<file path="src/rtl/jt12_out_pkg.sv">
// Shared types, constants and the gain/saturate helper for the FM output stage.
// Pure combinational helpers; no latency or flow control here.
package jt12_out_pkg;

  localparam logic [15:0] SAT_POS   = 16'h7FFF;
  localparam logic [15:0] SAT_NEG   = 16'h8000;
  localparam logic [2:0]  GAIN_MAX  = 3'd4;
  localparam int          DEPTH_DEF = 4;
  localparam int          OVFW_DEF  = 8;

  localparam logic signed [16:0] LIM_POS = 17'sd32767;
  localparam logic signed [16:0] LIM_NEG = -17'sd32768;

  typedef struct packed {
    logic [15:0] left;
    logic [15:0] right;
  } frame_t;

  // Shift a 12-bit signed sample left by min(gain,4) and clamp to 16-bit signed.
  function automatic logic [15:0] apply_gain(input logic [11:0] x, input logic [2:0] gain);
    logic [2:0]         sh;
    logic signed [16:0] x17;
    sh  = (gain > GAIN_MAX) ? GAIN_MAX : gain;
    x17 = $signed({{5{x[11]}}, x}) <<< sh;
    if (x17 > LIM_POS)      return SAT_POS;
    else if (x17 < LIM_NEG) return SAT_NEG;
    else                    return x17[15:0];
  endfunction

endpackage

</file>
<file path="src/rtl/jt12_out_fifo.sv">
// Generic first-word-fall-through FIFO: a push is visible at dout the cycle after it lands.
// Backpressure: push on full is ignored unless a pop frees the slot that cycle; dout reads 0 when empty.
module jt12_out_fifo #(
  parameter int WIDTH = 32,
  parameter int DEPTH = 4
) (
  input  logic                     clk,
  input  logic                     rst_n,
  input  logic                     push,
  input  logic [WIDTH-1:0]         din,
  input  logic                     pop,
  output logic [WIDTH-1:0]         dout,
  output logic                     full,
  output logic                     empty,
  output logic [$clog2(DEPTH):0]   count
);

  localparam int AW = $clog2(DEPTH);
  localparam int CW = AW + 1;
  localparam logic [CW-1:0] FULL_CNT = CW'(DEPTH);

  logic [WIDTH-1:0] mem [DEPTH];
  logic [AW-1:0]    wr_ptr, rd_ptr;
  logic             do_push, do_pop;

  assign empty   = (count == '0);
  assign full    = (count == FULL_CNT);
  assign do_pop  = pop && !empty;
  assign do_push = push && (!full || do_pop);
  assign dout    = empty ? '0 : mem[rd_ptr];

  always_ff @(posedge clk) begin
    if (do_push) mem[wr_ptr] <= din;
  end

  always_ff @(posedge clk) begin
    if (!rst_n) begin
      wr_ptr <= '0;
      rd_ptr <= '0;
      count  <= '0;
    end else begin
      if (do_push) wr_ptr <= wr_ptr + 1'b1;
      if (do_pop)  rd_ptr <= rd_ptr + 1'b1;
      case ({do_push, do_pop})
        2'b10:   count <= count + 1'b1;
        2'b01:   count <= count - 1'b1;
        default: count <= count;
      endcase
    end
  end

endmodule

</file>
<file path="src/rtl/jt12_out_stage.sv">
// FM output stage: edge-captured stereo frame -> gain/saturate/mute -> FWFT FIFO; head valid one cycle after capture.
// Backpressure: head held while out_ready is low; captures arriving on a full FIFO are dropped and counted.
module jt12_out_stage
  import jt12_out_pkg::*;
#(
  parameter int DEPTH = DEPTH_DEF,
  parameter int OVFW  = OVFW_DEF
) (
  input  logic            clk,
  input  logic            rst_n,
  input  logic            clk_en,
  input  logic [11:0]     left,
  input  logic [11:0]     right,
  input  logic            sample,
  input  logic [2:0]      gain,
  input  logic            mute,
  output logic [15:0]     out_left,
  output logic [15:0]     out_right,
  output logic            out_valid,
  input  logic            out_ready,
  output logic            ovf,
  input  logic            ovf_clr,
  output logic [OVFW-1:0] ovf_cnt
);

  localparam int CW = $clog2(DEPTH) + 1;

  logic          sample_d;
  logic          push, pop, drop;
  logic          full, empty;
  logic [CW-1:0] fifo_cnt;
  frame_t        wr_frame, head;

  assign push = clk_en && sample && !sample_d;
  assign pop  = out_valid && out_ready;
  assign drop = push && full && !pop;

  always_comb begin
    wr_frame = '0;
    if (!mute) begin
      wr_frame.left  = apply_gain(left, gain);
      wr_frame.right = apply_gain(right, gain);
    end
  end

  jt12_out_fifo #(
    .WIDTH ($bits(frame_t)),
    .DEPTH (DEPTH)
  ) u_fifo (
    .clk   (clk),
    .rst_n (rst_n),
    .push  (push),
    .din   (wr_frame),
    .pop   (pop),
    .dout  (head),
    .full  (full),
    .empty (empty),
    .count (fifo_cnt)
  );

  assign out_valid = !empty;
  assign out_left  = head.left;
  assign out_right = head.right;

  // sample_d resets high so a sample line already high after reset is not taken as an edge.
  always_ff @(posedge clk) begin
    if (!rst_n) begin
      sample_d <= 1'b1;
      ovf      <= 1'b0;
      ovf_cnt  <= '0;
    end else begin
      if (clk_en) sample_d <= sample;
      if (ovf_clr) begin
        ovf     <= 1'b0;
        ovf_cnt <= '0;
      end else if (drop) begin
        ovf <= 1'b1;
        if (ovf_cnt != '1) ovf_cnt <= ovf_cnt + 1'b1;
      end
    end
  end

  a_full_cnt: assert property (@(posedge clk) disable iff (!rst_n)
                               full == (fifo_cnt == CW'(DEPTH)));

endmodule
</file>
<file path="config.mk">
export PLATFORM = sky130hd
export DESIGN_NAME = jt12_out_stage
export DESIGN_NICKNAME = d
export VERILOG_FILES = /design/src/rtl/jt12_out_pkg.sv /design/src/rtl/jt12_out_fifo.sv /design/src/rtl/jt12_out_stage.sv
export SDC_FILE = /design/constraint.sdc
export NUM_CORES = 1
export LEC_CHECK = 0
export BUFFER_PORTS_ARGS = -buffer_cell sky130_fd_sc_hd__buf_2
export CORE_MARGIN = 4
export CORE_UTILIZATION = 45
export DETAILED_ROUTE_END_ITERATION = 10
export PLACE_DENSITY = 0.74
export SETUP_SLACK_MARGIN = 0.4
export SLEW_MARGIN = 20
export SYNTH_ARGS = -nofsm -noshare
export SYNTH_HDL_FRONTEND = slang
export SYNTH_HIERARCHICAL = 1
export SYNTH_SLANG_ARGS = --single-unit
</file>
<file path="constraint.sdc">
create_clock -name clk -period 2.89 [get_ports clk]
set_clock_uncertainty 0.15 [all_clocks]
set_input_delay 0.867 -clock clk [delete_from_list [all_inputs] [get_ports clk]]
set_output_delay 0.867 -clock clk [all_outputs]
set_load 0.05 [all_outputs]
</file>
**Word level (Yosys, flattened, before mapping)**

Memories as Yosys holds them, arrays and structs flattened. A register that Yosys moved wholly into a read port is not among the register bits.
Cells that the tools add are included.

- Flip-flop bits (word level): 17
- Bits in writable memories: 128
- Word-level logic and storage cells: 52
- Memories kept: 1

Memory list:

| name | words | bits a word | rd ports | clocked after Yosys merged registers in | write ports | RTL line | source |
|---|---|---|---|---|---|---|---|
| u_fifo.mem | 4 | 32 | 1 | 1 | 1 | jt12_out_fifo.sv:22 | `logic [WIDTH-1:0] mem [DEPTH];` |

- Add/subtract/negate cells: 5
- Magnitude comparators: 5
- Equality and inequality tests: 4
- Shift operators: 2
- Multiplexer cells: 12
- Bitwise operators: 1
- Reductions and logical operators: 16

Operators with widths:

| kind | number |
|---|---|
| $mux 16 | 4 |
| $mux 32 | 2 |
| $gt 17x16->1 const B | 2 |
| $lt 17x16->1 const B | 2 |
| $sshl 12x3->17 | 2 |
| $add 8x1->8 const B | 1 |
| $ne 8x8->1 const B | 1 |
| $logic_and 1x1->1 | 7 |
| $pmux 3 s2 | 1 |
| $add 2x1->2 const B | 2 |
| $logic_not 1->1 | 4 |
| $mux 2 | 2 |
| $add 3x1->3 const B | 1 |
| $eq 3x3->1 const B | 1 |
| $gt 3x3->1 const B | 1 |
| $logic_not 3->1 | 1 |
| $mux 3 | 1 |
| $sub 3x1->3 const B | 1 |
| $eq 2x1->1 const B | 1 |
| $eq 2x2->1 const B | 1 |
| $mux 1 | 2 |
| $reduce_and 2->1 | 1 |
| $reduce_bool 2->1 | 1 |
| $reduce_or 2->1 | 1 |
| 2 further kinds | 2 |

**Longest topological paths before layout**

- Depth after elaboration: 8
- Gate-level depth with buffers: 12

**Hierarchy**

The synthesis kept the hierarchy.

By module, submodules not included:

| module | instances | cells an instance | area each (um^2) | seq. area each (um^2) |
|---|---|---|---|---|
| jt12_out_fifo | 1 | 268 | 5416.4 | 4023.9 |
| jt12_out_stage | 1 | 172 | 1490.2 | 200.2 |

**Least setup slack after synthesis**

OpenSTA, ideal clock, no wires.

- Kind: register to register
- From: reg u_fifo.count[0]
- To: mem u_fifo.mem[0][0] (enable)
- Library setup time: 0.404 ns
- Arrival time: 2.489 ns
- Data required time: 2.336 ns
- Setup slack: -0.154 ns
- Stages on the path, launching flop included: 9
- Path buffers: 3
- Cells stage by stage: dfxtp_1 buf_2 nor3_2 clkbuf_1 nand2b_1 inv_1 buf_2 or4b_4 and3_1

- Longest elaborated chain between the ends: 8

Ends and longest elaborated chain:

| element | RTL line | source |
|---|---|---|
| start, declared | jt12_out_fifo.sv:15 | `output logic [$clog2(DEPTH):0] count` |
| start signal, assigned | jt12_out_fifo.sv:45 | `2'b10: count <= count + 1'b1;` |
| start signal, assigned | jt12_out_fifo.sv:46 | `2'b01: count <= count - 1'b1;` |
| start signal, assigned | jt12_out_fifo.sv:47 | `default: count <= count;` |
| $logic_not 3->1 | jt12_out_fifo.sv:26 | `assign empty = (count == '0);` |
| net empty | jt12_out_stage.sv:30 | `logic full, empty;` |
| $logic_not 1->1 | jt12_out_stage.sv:61 | `assign out_valid = !empty;` |
| $logic_and 1x1->1 | jt12_out_stage.sv:35 | `assign pop = out_valid && out_ready;` |
| net pop | jt12_out_stage.sv:29 | `logic push, pop, drop;` |
| $logic_and 1x1->1 | jt12_out_fifo.sv:28 | `assign do_pop = pop && !empty;` |
| $logic_or 1x1->1 | jt12_out_fifo.sv:29 | `assign do_push = push && (!full \|\| do_pop);` |
| $logic_and 1x1->1 | jt12_out_fifo.sv:29 |  |
| $mux 1 | jt12_out_fifo.sv:33 | `if (do_push) mem[wr_ptr] <= din;` |
| $mux 1 (implied by the code) | jt12_out_fifo.sv:33 |  |
| end, declared | jt12_out_fifo.sv:22 |  |

The timed path passes the listed nets, and every way through them passes these cells.

==> run_results.csv <==
group,metric,value,unit
route,antenna_left,0,
worst_hold_path,min-delay-path-class,"reg -> reg",
grt,grt_pass1_vias,4296,
synthesis,synth-edff-count,128,
synthesis,netlist_area,6910,um^2
floorplanning,rows,45,
placed_design,placed_area,7580,um^2
pwr,leakage,3.08,nW
synthesis,synth_top_area_cell,"edfxtp_1",
layout,final_util,57.9,%
grt,grt_max_degree,33,
critical_path,critical_path.top_delay_family,"multiplexers",
synthesis,synth_area_leaders,"edfxtp_1 (56%), mux4_2 (13%), dfxtp_1 (5.5%), mux2i_1 (3.8%), nor2b_1 (3.6%)",
floorplanning,die_height,132,um
synthesis,syn_avg_cell_area,15.7,um^2
grt,grt_usage,17.3,%
synthesis,synth_cell_types,59,
placed_design,post-dp-hpwl,9280,um
synthesis,ys_seq_area_share,61.2,%
synthesis,yosysWarnings,6,
sta,fmax,344,MHz
critical_path,critPathKind,"reg -> out",
sta,rsz0062_at_grt,"yes",
critical_path,cpPeakStageDelay,0.48,ns
layout,design_area,8770,um^2
route,drt_iter0_drc,313,
critical_path,path_buf_inv,3,
cts,ctsHtreeMaxLevel,4,
sta,final_max_slew_viol_count,0,
critical_path,cp.arrival,1.89,ns
synthesis,synth-compound-area-share,4.78,%
synthesis,synth_xor_area_share,0.380,%
cts,path_clk_slew,0.06,ns
cts,clkSinkCount,147,
synthesis,netlist_instances,440,
floorplanning,die_w,132,um
synthesis,synth_simple_gate_area_share,10.5,%
route,detail_route.drc_violations,0,
grt,grt_pass1_wl,23200,um
cts,cts_buffer_depth,2,
sta,setup_viol,10,
pwr,ir_worst_vdd,0.441,mV
placed_design,port_buffers,75,
synthesis,synth_top_family_by_area,"multiplexers",
pwr,p_total,4.85,mW
floorplanning,initial_core_util,45.6,%
grt,antenna_found_initial,1,
sta,period_needed,2.91,ns
floorplanning,die_area,17400,um^2
synthesis,ys.flop_type,"edfxtp_1",
critical_path,start_kind,"flip-flop",
route,viasPerCell,5.84,
synthesis,ys_async_sr_fraction,0,%
route,wirelength,15800,um
layout,nets,571,
cts,insertion_delay,0.42,ns
placed_design,place_ws,0.145,ns
cts,cts_hold_buf,0,
critical_path,cpMostUsedCell,"buf_6",
route,first_pass_iters,4,
synthesis,ys_seq_elements,147,
synthesis,synth_fa_ha_area_share,1.20,%
cts,root_buffer,"clkbuf_16",
synthesis,synth_mux_area_share,18.8,%
critical_path,crit_slowest_cell,"mux4_2",
floorplanning,pin_count,76,
placed_design,gp_congestion,0.819,
pwr,p_per_area,553,nW/um^2
layout,diodes,0,
job,drv_cap,0,
sta,final_hold_viol_count,0,
sta,max_slew.worst_pin.slew,0.699,ns
synthesis,syn_nets,480,
run_status,status,"finished, violations left",
route,vias,4274,
floorplanning,core_area,15100,um^2
layout,area_growth,26.9,%
sta,fin_crit_sh,101,%
run_status,violations,"setup timing",
critical_path,cp-end-kind,"output port",
layout,drive_above_1_share,42.6,%
route,wire_per_inst,21.5,um
grt,grt_overflow,0,
cts,cts-buffers-inserted,17,
sta,slew_headroom,53.0,%
cts,cts_tree,"done",
critical_path,required,1.87,ns
critical_path,crit_chain,"buf_6 -> buf_12 -> mux4_2 -> nor2b_1 -> buf_6",
synthesis,yosysTopAreaCellShare,55.7,%
sta,fin_ws,-0.0164,ns
critical_path,path_max_fanout,5,
## per-layer routing
| metal | global-route usage (%) | vias up | share of wire, % |
|---|---|---|---|
| met3 | 5.65 | 18 | 6.9 |
| li1 | - | 1923 | - |
| met1 | 21.9 | 2171 | 42 |
| met4 | 5.54 | 2 | 1.4 |
| met2 | 28.5 | 160 | 49 |
| met5 | 0 | - | 0.044 |
## area by class of cell
| class | instances | area (um^2) |
|---|---|---|
| fill | 1137 | 6380 |
| sequential | 147 | 4230 |
| multi-input combinational | 259 | 2760 |
| timing repair buffer | 96 | 881 |
| clock buffer | 18 | 429 |
| tap | 188 | 235 |
| clock inverter | 14 | 185 |
| inverter | 10 | 41.3 |
## where the power goes
group	leakage, nW	switching (mW)	total, mW	internal, mW
Combinational	1.45	0.144	0.251	0.107
Sequential	1.33	0.00261	2.32	2.32
Clock	0.297	0.835	2.27	1.44
Total	3.08	0.981	4.85	3.87
## cell families (layout without fill, tap and decap cells)
logic type      count (synthesis)  after routing
fa+ha+maj                       6              6
flops                         147            147
mux                            75             75
xor+xnor                        3              3
buf+inv                        38            138
simple gates                  127            131
compound gates                 44             44
## sequential cells by signal, summed over array words and instances, names as in the netlist, named ones only
register	flops
u_fifo/count	3
u_fifo/rd_ptr	2
u_fifo/mem	128
u_fifo/wr_ptr	2
ovf	1
sample_d	1
ovf_cnt	8
## synthesized netlist by cell type, drive strengths merged, types with 2 or more instances
cell and number:
a222oi 2, nand2b 6, a211oi 4, nor2 29, and3 6, mux4 42, and3b 2, o21a 3
dfxtp 19, nand2 17, ha 5, mux2i 26, a22o 4, nand4 4, o21ai 7, a32o 3
nor2b 41, xor2 2, inv 10, o31ai 2, nand3 4, mux2 7, a221oi 2, clkbuf 7
nor4b 4, a31oi 2, buf 21, edfxtp 128, nor3 5, a21oi 9, or3 3
## repair_timing
action,4_1_cts,5_1_grt
setup buffers,3,0
resized for setup,88,32
setup endpoints to repair,35,162
hold endpoints to repair,0,0
gates cloned,3,4
pin swaps,1,5
## worst min-delay path, stage by stage, from the launching register on
cell and delay (ns):
dfxtp_1 0.32, mux2i_1 0.06, nand2_1 0.06
## path summary, 6_finish.rpt
check / end / depth (start not counted) / slack, ns / from
worst min-delay path: sample_d / 2 / 0.31 / sample_d
worst min register to register: sample_d / 2 / 0.31 / sample_d
worst max register to register: u_fifo/mem[0][29] / 5 / 0.33 / u_fifo/count[1]
worst max-delay path: out_right[0] / 5 / -0.02 / flip-flop
## stage by stage
| step | TNS [ns] | std cells | hold slack [ns] |
|---|---|---|---|
| 2_1_floorplan | 0 | 440 | 0.281 |
| 3_3_place_gp | 0 | 690 | 0.298 |
| 3_5_place_dp | 0 | 690 | 0.303 |
| 4_1_cts | -0.526 | 728 | 0.319 |
| 5_1_grt | -1.47 | 732 | 0.361 |
| 6_report | -0.0575 | 732 | 0.310 |
## placed cells by master, fill, tap and decap left out, types with 10 or more instances in the layout
master       n
nor2b_4     25
mux2i_1     26
edfxtp_1   128
dfxtp_1     15
buf_2       42
nand2_1     17
mux4_2      39
nor2_1      29
buf_6       34
clkbuf_16   17
buf_4       10
Power figures use the tool's default switching activity.
